### src/rtl/wave_capture_ctrl.sv
// wave_capture_ctrl: fills the display line buffer with one frame's
// worth of waveform samples, optionally aligned to a rising crossing.
//
// Ports:
//   clk, rst_n         clock, async active-low reset
//   frame_tick         start-of-vblank pulse (ignored if busy or freeze)
//   wave_sel, stride   source select and address step (0 acts as 1)
//   trig_en            search for a rising MID crossing before capture
//   freeze             hold the current trace (ignore frame_tick)
//   sine/square/triangle  ROM data, valid 1 cycle after rom_rd
//   rom_addr, rom_rd   shared ROM read port (registered)
//   buf_we/waddr/wdata line-buffer write port
//   busy, done         capture in progress / one-cycle completion pulse
//   trig_timeout       sticky: last search gave up without a crossing
module wave_capture_ctrl #(
    parameter int              NSAMP        = 240,
    parameter int              AW           = 16,
    parameter int              DW           = 12,
    parameter int              ROM_DEPTH    = 65536,
    parameter logic [DW-1:0]   MID          = 12'h800,
    parameter int              TRIG_TIMEOUT = 1024
) (
    input  logic          clk,
    input  logic          rst_n,
    input  logic          frame_tick,
    input  logic [1:0]    wave_sel,
    input  logic [3:0]    stride,
    input  logic          trig_en,
    input  logic          freeze,
    input  logic [DW-1:0] sine,
    input  logic [DW-1:0] square,
    input  logic [DW-1:0] triangle,
    output logic [AW-1:0] rom_addr,
    output logic          rom_rd,
    output logic          buf_we,
    output logic [7:0]    buf_waddr,
    output logic [DW-1:0] buf_wdata,
    output logic          busy,
    output logic          done,
    output logic          trig_timeout
);

    localparam int              SCW   = $clog2(TRIG_TIMEOUT);
    localparam logic [SCW-1:0]  SLAST = SCW'(TRIG_TIMEOUT - 1);
    localparam logic [7:0]      LAST  = 8'(NSAMP - 1);
    localparam logic [AW:0]     DEPTH = (AW+1)'(ROM_DEPTH);

    typedef enum logic [2:0] {
        IDLE,
        SEARCH,
        CAPTURE,
        DRAIN,
        DONE
    } state_t;

    state_t         state_q, state_d;
    logic [AW-1:0]  ptr_q, ptr_d;
    logic [AW-1:0]  addr_d;
    logic           rd_d;
    logic           rd_d1_q;
    logic [AW-1:0]  a_d1_q;
    logic [1:0]     sel_q, sel_d;
    logic [3:0]     stride_q, stride_d;
    logic [DW-1:0]  prev_q, prev_d;
    logic           have_prev_q, have_prev_d;
    logic [SCW-1:0] srch_q, srch_d;
    logic [7:0]     iss_q, iss_d;
    logic [7:0]     widx_q, widx_d;
    logic           discard_q, discard_d;
    logic           we_d;
    logic [7:0]     waddr_d;
    logic [DW-1:0]  wdata_d;
    logic           busy_d, done_d, tto_d;

    logic [DW-1:0]  cur;
    logic           crossing;
    logic [3:0]     st_new;
    logic [AW-1:0]  stride_w, stride2_w;

    // Addresses wrap modulo the ROM depth; inc is always below DEPTH.
    function automatic logic [AW-1:0] wrap_add(
        input logic [AW-1:0] a,
        input logic [AW-1:0] inc
    );
        logic [AW:0] sum;
        sum = {1'b0, a} + {1'b0, inc};
        if (sum >= DEPTH) begin
            return AW'(sum - DEPTH);
        end
        return sum[AW-1:0];
    endfunction

    always_comb begin
        cur = '0;
        unique case (sel_q)
            2'b00:   cur = square;
            2'b01:   cur = sine;
            2'b11:   cur = triangle;
            default: cur = '0;
        endcase
    end

    assign crossing  = have_prev_q && (prev_q < MID) && (cur >= MID);
    assign st_new    = (stride == 4'd0) ? 4'd1 : stride;
    assign stride_w  = AW'(stride_q);
    assign stride2_w = AW'({stride_q, 1'b0});

    always_comb begin
        state_d     = state_q;
        ptr_d       = ptr_q;
        addr_d      = rom_addr;
        rd_d        = 1'b0;
        sel_d       = sel_q;
        stride_d    = stride_q;
        prev_d      = prev_q;
        have_prev_d = have_prev_q;
        srch_d      = srch_q;
        iss_d       = iss_q;
        widx_d      = widx_q;
        discard_d   = discard_q;
        we_d        = 1'b0;
        waddr_d     = buf_waddr;
        wdata_d     = buf_wdata;
        busy_d      = busy;
        done_d      = 1'b0;
        tto_d       = trig_timeout;

        unique case (state_q)
            IDLE: begin
                if (frame_tick && !freeze) begin
                    sel_d       = wave_sel;
                    stride_d    = st_new;
                    busy_d      = 1'b1;
                    tto_d       = 1'b0;
                    have_prev_d = 1'b0;
                    srch_d      = '0;
                    widx_d      = '0;
                    discard_d   = 1'b0;
                    // First read goes out on the accepting edge.
                    rd_d        = 1'b1;
                    addr_d      = ptr_q;
                    if (trig_en) begin
                        state_d = SEARCH;
                        ptr_d   = wrap_add(ptr_q, AW'(1));
                        iss_d   = '0;
                    end else begin
                        state_d = CAPTURE;
                        ptr_d   = wrap_add(ptr_q, AW'(st_new));
                        iss_d   = 8'd1;
                    end
                end
            end

            SEARCH: begin
                rd_d   = 1'b1;
                addr_d = ptr_q;
                ptr_d  = wrap_add(ptr_q, AW'(1));
                if (rd_d1_q) begin
                    prev_d      = cur;
                    have_prev_d = 1'b1;
                    srch_d      = srch_q + 1'b1;
                    if (crossing) begin
                        // Crossing sample is buf[0]; the read
                        // behind it is in flight and is dropped.
                        we_d      = 1'b1;
                        waddr_d   = '0;
                        wdata_d   = cur;
                        widx_d    = 8'd1;
                        discard_d = 1'b1;
                        addr_d    = wrap_add(a_d1_q, stride_w);
                        ptr_d     = wrap_add(a_d1_q, stride2_w);
                        iss_d     = 8'd2;
                        state_d   = CAPTURE;
                    end else if (srch_q == SLAST) begin
                        // Give up: the in-flight read becomes
                        // index 0 and capture continues after it.
                        tto_d   = 1'b1;
                        widx_d  = '0;
                        addr_d  = wrap_add(rom_addr, stride_w);
                        ptr_d   = wrap_add(rom_addr, stride2_w);
                        iss_d   = 8'd2;
                        state_d = CAPTURE;
                    end
                end
            end

            CAPTURE, DRAIN: begin
                if (state_q == CAPTURE) begin
                    rd_d   = 1'b1;
                    addr_d = ptr_q;
                    ptr_d  = wrap_add(ptr_q, stride_w);
                    iss_d  = iss_q + 1'b1;
                    if (iss_q == LAST) begin
                        state_d = DRAIN;
                    end
                end
                if (rd_d1_q) begin
                    if (discard_q) begin
                        discard_d = 1'b0;
                    end else begin
                        we_d    = 1'b1;
                        waddr_d = widx_q;
                        wdata_d = cur;
                        widx_d  = widx_q + 1'b1;
                        if (state_q == DRAIN && widx_q == LAST) begin
                            state_d = DONE;
                        end
                    end
                end
            end

            DONE: begin
                done_d  = 1'b1;
                busy_d  = 1'b0;
                state_d = IDLE;
            end

            default: begin
                state_d = IDLE;
            end
        endcase
    end

    always_ff @(posedge clk or negedge rst_n) begin
        if (!rst_n) begin
            state_q      <= IDLE;
            ptr_q        <= '0;
            rom_addr     <= '0;
            rom_rd       <= 1'b0;
            rd_d1_q      <= 1'b0;
            a_d1_q       <= '0;
            sel_q        <= '0;
            stride_q     <= 4'd1;
            prev_q       <= '0;
            have_prev_q  <= 1'b0;
            srch_q       <= '0;
            iss_q        <= '0;
            widx_q       <= '0;
            discard_q    <= 1'b0;
            buf_we       <= 1'b0;
            buf_waddr    <= '0;
            buf_wdata    <= '0;
            busy         <= 1'b0;
            done         <= 1'b0;
            trig_timeout <= 1'b0;
        end else begin
            state_q      <= state_d;
            ptr_q        <= ptr_d;
            rom_addr     <= addr_d;
            rom_rd       <= rd_d;
            rd_d1_q      <= rom_rd;
            a_d1_q       <= rom_addr;
            sel_q        <= sel_d;
            stride_q     <= stride_d;
            prev_q       <= prev_d;
            have_prev_q  <= have_prev_d;
            srch_q       <= srch_d;
            iss_q        <= iss_d;
            widx_q       <= widx_d;
            discard_q    <= discard_d;
            buf_we       <= we_d;
            buf_waddr    <= waddr_d;
            buf_wdata    <= wdata_d;
            busy         <= busy_d;
            done         <= done_d;
            trig_timeout <= tto_d;
        end
    end

endmodule

### config.mk
export PLATFORM = sky130hd
export DESIGN_NAME = wave_capture_ctrl
export DESIGN_NICKNAME = d
export VERILOG_FILES = /design/src/rtl/wave_capture_ctrl.sv
export SDC_FILE = /design/constraint.sdc
export NUM_CORES = 1
export LEC_CHECK = 0
export BUFFER_PORTS_ARGS = -buffer_cell sky130_fd_sc_hd__buf_4
export CAP_MARGIN = 20
export CORE_MARGIN = 1
export CORE_UTILIZATION = 50
export DETAILED_ROUTE_END_ITERATION = 16
export PLACE_DENSITY = 0.68
export SETUP_SLACK_MARGIN = 0.05
export SLEW_MARGIN = 10
export SYNTH_ARGS = -nofsm -noshare
export SYNTH_HDL_FRONTEND = slang
export SYNTH_SLANG_ARGS = --single-unit
### constraint.sdc
create_clock -name clk -period 2.3 [get_ports clk]
set_input_delay 0 -clock clk [delete_from_list [all_inputs] [get_ports clk]]
set_output_delay 0 -clock clk [all_outputs]
set_load 0.005 [all_outputs]
==> out/metrics.yaml <==
outcome:
  status: "complete, but fails checks"
  violations: "setup timing"
pwr:
  switchingPower_uw: 1072
  leakagePower_uw: 0.004621
  power_density_nw_per_um2: 389.4
  p_int_uw: 3123
  finalPower_uw: 4194
  pwr-share-comb_pct: 11.8
  sequentialPowerShare_pct: 48.1
  switching_share_pct: 25.55
  vdd.ir_drop.worst_v: 0.0003556
  p_clk_share_pct: 40.0
drt:
  first_pass_iters: 5
  wl_per_cell_um: 19.53
  vias: 8384
  via_per_inst: 6.067
  post-route-drc-count: 0
  ant_nets: 0
  drtIter0Drc: 760
  drt_wl_total_um: 26990
yosys:
  netlist_area_um2: 8264
  synth_seq_area_share_pct: 33.93
  yosysUniqueCellTypes: 82
  async_flop_share_pct: 100.0
  syn_nets: 1063
  synth_flop_cell: "dfrtp_1"
  ys_seq_elements: 112
  synth_cells: 982
  ys_warn_count: 0
  postSynthAreaPerCell_um2: 8.416
  synth-edff-count: 0
global_routing:
  gr-total-overflow: 0
  grt_pass1_wl_um: 42390
  grt.busiest_layer: "met2"
  grtUsageTotal_pct: 32.49
  met3_usage_pct: 5.578
  grt_util_met1_pct: 42.56
  grt_max_degree: 45
  grt_use_met2_pct: 53.44
  grt_antenna_before_repair: 0
  first_global_vias: 8008
clock_tree:
  cts_inserted_buffers: 9
  cts_htree_levels: 3
  max-clock-path-buffers: 2
  path_clk_slew_ps: 80
  cts_tree: "yes"
  cts.sinks: 112
  clkLatencyLatePin_ps: 370
  clock-root-buffer: "clkbuf_16"
sta:
  fin_ws_ps: -125.6
  worst_slew_margin_rel_pct: 57.79
  fin_skew_ps: 15.02
  max_slew.worst_pin.slew_ps: 626.6
  hold_viol: 0
  timing.final.crit_period_ps: 2426
  drv_slew: 0
  setup_viol: 12
  grt_setup_unrepaired: "true"
  post-route-period-util_pct: 105.5
  fmax_ghz: 0.4123
placed_design:
  place_hpwl_um: 19720
  pre_cts_slack_ps: -160.0
  io_buffers: 87
  gp_congestion: 1.036
critical_path:
  path_cells: "buf_12 > ha_4 > inv_2 > fa_2 > nand2b_4 > a21oi_4 > nand2_2 > xnor2_2 > a221oi_2 > a221oi_2"
  slowest_stage: "dfstp_2"
  end_kind: "flop"
  critical_path.most_common_cell: "a221oi_2"
  critPathArrivalTime_ps: 2660
  rrSetupSlack_ps: -130
  worstReg2RegStart: "stride_q[0]"
  cp_max_fo: 5
  worstReg2RegEnd: "ptr_q[6]"
  path_class: "reg2reg"
  start_kind: "flop"
  slowest_delay_ps: 590
  crit_required_ps: 2540
  rr_worst_depth: 10
die:
  ios: 88
  die_area_um2: 17050
  die_y_um: 130.6
  row_count: 46
  coreArea_um2: 16000
  die_w_um: 130.6
  start_util_pct: 51.65
final_layout:
  drive_above_1_share_pct: 27.87
  fin_nets: 1242
  area_delta_synth_final_pct: 30.33
  nFillCells: 1341
  diodes: 0
  final_util_pct: 67.31
worst_hold_path:
  hold_class: "in2reg"
  hold_end: "buf_wdata[4]"
  whs_path_depth: 5
  min-delay-start: "square[4]"
job:
  cap_viol_max_count: 0
layout make-up:
cell class                      instances  area, um2  area share (%)
Clock inverter                          6      65.06          0.6041
Sequential cell                       112       2810           26.09
Clock buffer                           10      239.0           2.219
Inverter                               24      90.09          0.8364
Multi-Input combinational cell        785       5446           50.57
Tap cell                              216      270.3           2.509
Timing Repair Buffer                  229       1849           17.17
state kept, by name (all words and copies together) (netlist names), 2 cells and up:
register / count
a_d1_q: 16
buf_waddr: 8
buf_wdata: 12
iss_q: 8
ptr_q: 16
rom_addr: 16
sel_q: 2
srch_q: 10
state_q: 3
stride_q: 4
widx_q: 8
cell usage after synthesis (7+ instances only):
| cell | instances | area [um2] |
|---|---|---|
| nand2_1 | 117 | 439.2 |
| dfrtp_1 | 111 | 2778 |
| o21ai_0 | 97 | 485.5 |
| a21oi_1 | 73 | 365.4 |
| nor2_1 | 65 | 244.0 |
| xnor2_1 | 49 | 429.2 |
| nand3_1 | 39 | 195.2 |
| ha_1 | 28 | 350.3 |
| clkbuf_1 | 25 | 93.84 |
| nor3_1 | 24 | 120.1 |
| buf_2 | 23 | 115.1 |
| inv_1 | 22 | 82.58 |
| xor2_1 | 20 | 175.2 |
| mux2i_1 | 19 | 190.2 |
| a211oi_1 | 18 | 135.1 |
| nand4_1 | 16 | 100.1 |
| o211ai_1 | 14 | 105.1 |
| a31oi_1 | 13 | 81.33 |
| and3_1 | 13 | 81.33 |
| a21o_1 | 12 | 90.09 |
| a221oi_1 | 12 | 105.1 |
| o22ai_1 | 12 | 75.07 |
| nand2b_1 | 11 | 68.82 |
| buf_4 | 8 | 60.06 |
| nor2b_1 | 7 | 43.79 |
| o221ai_1 | 7 | 61.31 |
| o31ai_1 | 7 | 52.55 |
worst max-delay path: cells and delay by family, from the launching register on:
family / cells / cell delay, ps
buffers and inverters: 2 / 150
AOI/OAI and AO/OA: 3 / 670
xor gates and xnor gates: 1 / 140
DFF: 1 / 590
and+or+nand+nor: 2 / 280
adders and majority gates: 2 / 460
layout by cell type (no fill, tap or decap), drive strengths merged, types with 4 or more instances in the layout:
cell,count
buf,211
nand2,118
dfrtp,111
o21ai,102
a21oi,75
nor2,68
xnor2,49
nand3,39
ha,28
inv,26
nor3,24
xor2,20
mux2i,19
dlygate4sd3,18
nand4,18
a211oi,18
o211ai,14
a31oi,13
and3,13
a21o,12
o22ai,12
a221oi,12
nand2b,11
clkbuf,10
nor4,8
o221ai,7
o31ai,7
nor2b,7
or2,6
and2,6
mux2,6
fa,6
a22oi,5
o21bai,5
or3,4
a2111oi,4
power groups by stage:
stage / logic (uW) / clock network [uW] / registers [uW]
detailed placement: 435 / 0 / 2060
floorplan: 210 / 0 / 2050
global route: 546 / 1770 / 2020
finish: 497 / 1680 / 2020
global placement: 429 / 0 / 2050
CTS: 474 / 1700 / 2020
worst max-delay path by stage:
stage                      startpoint      endpoint  slack [ps]  cells after the start
final                     stride_q[0]      ptr_q[6]        -130                     10
after global routing      stride_q[0]      ptr_q[6]        -180                     10
after CTS                 stride_q[0]      ptr_q[7]         -70                     10
after detailed placement  stride_q[0]  rom_addr[12]        -160                      9
after global placement    stride_q[0]  rom_addr[14]         -90                      9
after floorplan           stride_q[0]      ptr_q[6]          50                      9
through the flow:
step	hold WS, ps	setup TNS, ps	std cells	instance area [um2]
floorplan	-295.6	0	982	8288
global placement	16.14	-363.4	1339	9827
detailed placement	15.84	-1229	1339	9827
CTS	54.73	-326.7	1377	10540
global route	89.61	-2260	1382	10770
finish	54.60	-602.9	1382	10770
kinds of logic (layout without fill, tap and decap cells):
| family | count (synthesis) | after routing | share of synthesized area [%] |
|---|---|---|---|
| simple gates | 334 | 334 | 19.95 |
| compound gates | 323 | 323 | 25.27 |
| flops | 112 | 112 | 33.93 |
| buf+inv | 85 | 269 | 4.678 |
| xor+xnor | 69 | 69 | 7.313 |
| fa+ha+maj | 34 | 34 | 5.693 |
| mux | 25 | 25 | 3.164 |
timing repair:
item / 4_1_cts / 5_1_grt
resized for setup: 50 / 38
hold buffers: 18 / 0
endpoints found under the setup margin: 18 / 30
buffers inserted: 4 / 5
pin swaps: 25 / 40
hold endpoints to repair: 49 / 0
routing by layer:
| layer | vias to the layer above | part of all wire (%) |
|---|---|---|
| li1 | 3956 | - |
| met1 | 3916 | 41 |
| met2 | 431 | 47 |
| met3 | 81 | 8.4 |
| met4 | 0 | 3.2 |
| met5 | - | 0 |
Note: power is estimated with default switching activity, not from simulation.
